==> config.mk <==
export PLATFORM = sky130hd
export DESIGN_NAME = wl_afifo_rdstage
export DESIGN_NICKNAME = d
export VERILOG_FILES = /design/src/rtl/wl_afifo_rdstage.sv
export SDC_FILE = /design/constraint.sdc
export NUM_CORES = 1
export LEC_CHECK = 0
export BUFFER_PORTS_ARGS = -buffer_cell sky130_fd_sc_hd__clkbuf_2
export CAP_MARGIN = 30
export CORE_ASPECT_RATIO = 1.75
export CORE_MARGIN = 5
export CORE_UTILIZATION = 52
export DETAILED_ROUTE_END_ITERATION = 16
export MAX_ROUTING_LAYER = met4
export PLACE_DENSITY_LB_ADDON = 0.08
export SETUP_SLACK_MARGIN = 0.2
export SYNTH_ARGS = -nofsm -noshare
export SYNTH_HDL_FRONTEND = slang
export SYNTH_SLANG_ARGS = --single-unit
==> constraint.sdc <==
create_clock -name rclk -period 6.5 [get_ports rclk]
set_clock_uncertainty 0.2 [all_clocks]
set_input_delay 0.65 -clock rclk [delete_from_list [all_inputs] [get_ports rclk]]
set_output_delay 0.65 -clock rclk [all_outputs]
set_load 0.1 [all_outputs]
==> src/rtl/wl_afifo_rdstage.sv <==
// Read-side prefetch stage for an async FIFO: issues RAM reads one cycle ahead
// and keeps a 2-entry skid buffer so the output stream runs at full rate.
module wl_afifo_rdstage #(
    parameter int W = 32
) (
    input  logic         rclk,
    input  logic         rrst_b,
    input  logic         rclr,
    input  logic         rempty,
    output logic         re,
    input  logic [W-1:0] ram_rdata,
    output logic [W-1:0] dout,
    output logic         dout_vld,
    input  logic         dout_rdy,
    output logic [1:0]   occ
);

    logic [1:0]   occ_q, occ_d;
    logic         inflight_q, inflight_d;
    logic [W-1:0] head_q, head_d;
    logic [W-1:0] tail_q, tail_d;

    logic         pop;
    logic [1:0]   committed;
    logic [1:0]   occ_left;
    logic [2:0]   occ_sum;

    assign occ      = occ_q;
    assign dout     = head_q;
    assign dout_vld = (occ_q != 2'd0);

    always_comb begin
        pop        = dout_vld & dout_rdy;
        committed  = occ_q + {1'b0, inflight_q};
        // A new read is allowed only if a slot is guaranteed by the time its data lands.
        re         = rrst_b & ~rempty & ~rclr &
                     ((committed < 2'd2) | ((committed == 2'd2) & pop));
        occ_left   = occ_q - {1'b0, pop};
        occ_sum    = {1'b0, occ_left} + {2'b00, inflight_q};

        head_d     = head_q;
        tail_d     = tail_q;
        inflight_d = re;
        occ_d      = occ_sum[1:0];

        if (pop && occ_q == 2'd2)
            head_d = tail_q;
        if (inflight_q) begin
            if (occ_left == 2'd0)
                head_d = ram_rdata;
            else
                tail_d = ram_rdata;
        end

        if (rclr) begin
            occ_d      = 2'd0;
            inflight_d = 1'b0;
            head_d     = head_q;
            tail_d     = tail_q;
        end
    end

    always_ff @(posedge rclk) begin
        if (!rrst_b) begin
            occ_q      <= 2'd0;
            inflight_q <= 1'b0;
            head_q     <= '0;
            tail_q     <= '0;
        end else begin
            assert (rclr || occ_sum <= 3'd2);
            occ_q      <= occ_d;
            inflight_q <= inflight_d;
            head_q     <= head_d;
            tail_q     <= tail_d;
        end
    end

endmodule

== Word level (Yosys, flattened, before mapping) ==
Index checks and enable logic that the tools add are counted.

* Register bits: 67
* Input bits: 37
* Output and inout bits: 36
* Word-level logic and storage cells: 28

* $add $sub $neg: 3
* Magnitude comparators: 1
* Equality and inequality tests: 2
* Mux-type cells: 3
* Bitwise gates (word level): 10
* Reduce and logical (&&, ||, !) cells: 5

{| class="wikitable"
|+ Operator list
! kind !! number
|-
| $mux W32 || 3
|-
| $and A1 B1 Y1 || 5
|-
| $add A2 B1 Y2 || 2
|-
| $eq A2 B2 Y1 const B || 2
|-
| $not A1 Y1 || 4
|-
| $reduce_and A3 Y1 || 1
|-
| $logic_not A2 Y1 || 1
|-
| $lt A2 B2 Y1 const B || 1
|-
| $reduce_bool A2 Y1 || 1
|-
| $reduce_or A2 Y1 || 1
|-
| $sub A2 B1 Y2 || 1
|-
| $logic_and A1 B1 Y1 || 1
|-
| $or A1 B1 Y1 || 1
|}

== Longest topological paths before layout ==
* Depth in word-level cells: 6
* Mapped depth: 10

== Worst setup path after synthesis ==
OpenSTA, ideal clock, no wires.

* Path type: register to output
* Start point: register occ_q[0] (netlist: occ[0])
* End point: output port re
* Arrival time: 4.820 ns
* Data required time: 5.650 ns
* Slack: 0.830 ns
* Cell stages (with the launch flop): 5
* Path buffers: 0
* Cell sequence: dfxtp_1 -> ha_1 -> xnor2_1 -> a21oi_1 -> a2111oi_1

* Longest elaborated chain between the ends: 5

{| class="wikitable"
|+ Ends and longest elaborated chain
! element !! line !! RTL
|-
| from (decl) || 18 || <nowiki>logic [1:0] occ_q, occ_d;</nowiki>
|-
| from (signal assigned) || 65 || <nowiki>occ_q <= 2'd0;</nowiki>
|-
| from (signal assigned) || 71 || <nowiki>occ_q <= occ_d;</nowiki>
|-
| $add A2 B1 Y2 or $reduce_bool A2 Y1 (tied branches) || 34, 30 ||
|-
| $eq A2 B2 Y1 or $and A1 B1 Y1 (tied branches) || 37, 33 ||
|-
| $and A1 B1 Y1 || 37 || <nowiki>((committed < 2'd2) | ((committed == 2'd2) & pop));</nowiki>
|-
| $or A1 B1 Y1 * || 37 ||
|-
| $and A1 B1 Y1 * || 36 || <nowiki>re = rrst_b & ~rempty & ~rclr &</nowiki>
|-
| to (decl) || 10 || <nowiki>output logic re,</nowiki>
|}

Every way passes the cells marked *; elsewhere a longest branch is shown, timed or not.

== Worst setup path after layout ==
* Start point: input port rrst_b
* End point: output port re

* Longest elaborated chain between the ends: 3

{| class="wikitable"
|+ Ends and longest elaborated chain
! element !! line !! RTL
|-
| from (decl) || 7 || <nowiki>input logic rrst_b,</nowiki>
|-
| $and A1 B1 Y1 (3 in series) || 36 ||
|}

No other way between the ends.

==> results.yml <==
worst_setup_path:
  path_buf_inv: 2
  critPathSlowestCell: "clkbuf_2"
  cp_top_family: "buffers and inverters"
  worst_path_most_repeated_cell: "clkbuf_2"
  slowest_delay_ns: 0.52
  cp-start-kind: "input port"
  crit_path_end_kind: "output port"
  crit_chain: "clkbuf_2, nand2b_1, a2111oi_1, clkbuf_2"
  worstPathMaxFanout: 35
  cp.arrival_ns: 2.22
  required_ns: 5.65
  path_class: "input port to output port"
floorplanning:
  fp.dieW_um: 73.2
  start_util_pct: 53.1
  die_h_um: 121
  core_um2: 6860
  row_count: 40
  pin_count: 73
  die_area_um2: 8840
layout:
  multiInputGateArea_um2: 1960
  nFillCells: 590
  drive_gt1_share_pct: 32.1
  nNetsFinal: 481
  syn_to_final_growth_pct: 14.7
  antenna_cells: 0
  regArea_um2: 1340
grt:
  grt_pass1_wl_um: 15200
  antenna_found_initial: 0
  grt_pass1_vias: 3124
  track_usage_pct: 22.2
  gr-total-overflow: 0
  grt_max_degree: 65
cts:
  numCtsBuffers: 9
  post_cts_buffers: 0
  cts-root-buf: "clkbuf_16"
  clockBufferDepth: 2
  numClockSinks: 67
  holdBufCountCts: 0
  cts_max_level: 3
  cts_tree: "done"
  cts_resized: 0
  insertion_delay_ns: 0.33
  path_clk_slew_ns: 0.05
yosys:
  synth_ff_type: "dfxtp_1"
  synth_edf_count: 0
  ys_warn_count: 0
  syn_area_um2: 3640
  syn_nets: 437
  synth_cells: 397
  synth-seq-cells: 67
  synth_area_per_cell_um2: 9.16
  ys_types: 31
  ys_seq_area_share_pct: 36.9
  synthArstFlopShare_pct: 0
placement:
  place_congestion: 0.744
  hpwl_um: 5780
  portBuffers: 72
routing:
  wirelength_um: 9220
  postRouteAntennaNets: 0
  drt-initial-drc-count: 190
  vias_per_cell: 6.07
  routedWlPerCell_um: 17.4
  drcViolationCount: 0
  dr_total_vias: 3217
  first_pass_iters: 4
sta:
  post-route-period-util_pct: 47.2
  fmax_mhz: 326
  maxSlewViolCount: 0
  timing.final.crit_period_ns: 3.07
  worst_pin_slew_ns: 0.970
  maxSlewHeadroom_pct: 35.3
  final-setup-viol-count: 0
  setup_tns_ns: 0
  hold_viol: 0
  rsz0062_at_grt: "no"
power_and_ir_drop:
  ir_worst_vdd_mv: 0.148
  p_leak_uw: 0.00149
  p_per_area_nw_per_um2: 261
  report.power.total_uw: 1090
job:
  cap_viol_max_count: 0
min_path:
  hold_path_class: "flip-flop to flip-flop"
status:
  status: "finished clean"
[through the flow]
| stage | std cells | cell area [um^2] | worst slack, ns | hold slack (ns) | util [%] |
|---|---|---|---|---|---|
| 6_report | 530 | 4170 | 3.43 | 0.273 | 60.9 |
| 5_1_grt | 530 | 4170 | 3.33 | 0.290 | 60.9 |
| 4_1_cts | 530 | 4170 | 3.42 | 0.273 | 60.9 |
| 3_5_place_dp | 514 | 3860 | 3.42 | 0.265 | 56.3 |
| 3_3_place_gp | 512 | 3810 | 3.41 | 0.261 | 55.5 |
| 2_1_floorplan | 397 | 3640 | 0.830 | 0.253 | - |
[synthesized netlist by cell type (3+ instances only)]
master	instances	area, um^2
o2111ai_2	15	225
dfxtp_1	67	1340
and2_1	4	25.0
nand2b_1	3	18.8
o21ai_1	20	100
o2111ai_1	17	149
ha_1	3	37.5
buf_6	16	180
a21oi_1	18	90.1
o21ai_0	44	220
o211ai_2	15	188
inv_1	4	15.0
buf_4	6	45.0
nand2_1	32	120
buf_2	17	85.1
o211ai_1	17	128
clkbuf_1	6	22.5
nand3_1	32	160
a21oi_2	15	131
a21boi_1	30	225
[cells by family after synthesis]
kind of cell / synth area share [%]
compound gates: 41.0
simple gates: 11.1
flops: 36.9
buf+inv: 9.56
fa+ha+maj: 1.03
xor+xnor: 0.482
[registers in the layout, indices dropped and copies added, names as in the netlist]
signal,cells
tail_q,32
dout,32
occ,2
inflight_q,1
[worst reg2reg max path, cell delays in order, from the launching register on]
cell and delay (ns):
dfxtp_1 0.40, nor2_1 0.23, inv_1 0.08, and2_1 0.16
ha_1 0.38, nand3b_4 0.65, o2111ai_1 0.50, o211ai_1 0.13
[final timing paths]
path	cells past startpoint	startpoint	to	slack, ns
hold / removal	2	tail_q[18]	tail_q[18]	0.27
setup / recovery	4	rrst_b	re	3.43
hold reg to reg	2	tail_q[18]	tail_q[18]	0.27
setup reg to reg	7	occ[1]	dout[17]	3.63
[cells in the final DEF, fill, tap and decap left out, types with 2 or more instances in the layout]
cell type,netlist,final
nand3_1,32,32
and2_1,4,4
o211ai_2,15,15
o2111ai_1,17,17
nand2_1,32,32
a21oi_1,18,18
clkbuf_2,0,72
dfxtp_1,67,67
a2111oi_1,2,2
a21boi_1,30,30
buf_4,6,4
clkbuf_8,0,6
nand2b_1,3,3
inv_1,4,4
a21boi_0,2,2
ha_1,3,3
o211ai_1,17,17
a21oi_2,15,15
clkbuf_16,0,9
buf_16,0,2
and3b_2,0,2
o21ai_0,44,44
o2111ai_2,15,15
o21ai_1,20,20
nor2_1,2,2
[power by group]
group | leakage [uW] | switching (uW) | internal, uW
clock network | 0.000155 | 170 | 321
registers | 0.000542 | 8.28 | 421
logic | 0.000796 | 131 | 36.6
[layout make-up]
cell class | instances | share of cell area [%]
clock buffer | 16 | 7.46
inverter | 4 | 0.360
multi-input combinational | 281 | 46.9
sequential | 67 | 32.1
tap | 84 | 2.52
timing repair buffer | 78 | 10.7
[per-layer routing]
| metal | track usage (%) | routed length, um | up-vias |
|---|---|---|---|
| met3 | 4.49 | 422 | 11 |
| li1 | - | - | 1586 |
| met1 | 25.3 | 3830 | 1547 |
| met2 | 37.1 | 4820 | 73 |
| met4 | 9.35 | 151 | 0 |
| met5 | - | 0 | - |
Power figures use the tool's default switching activity.
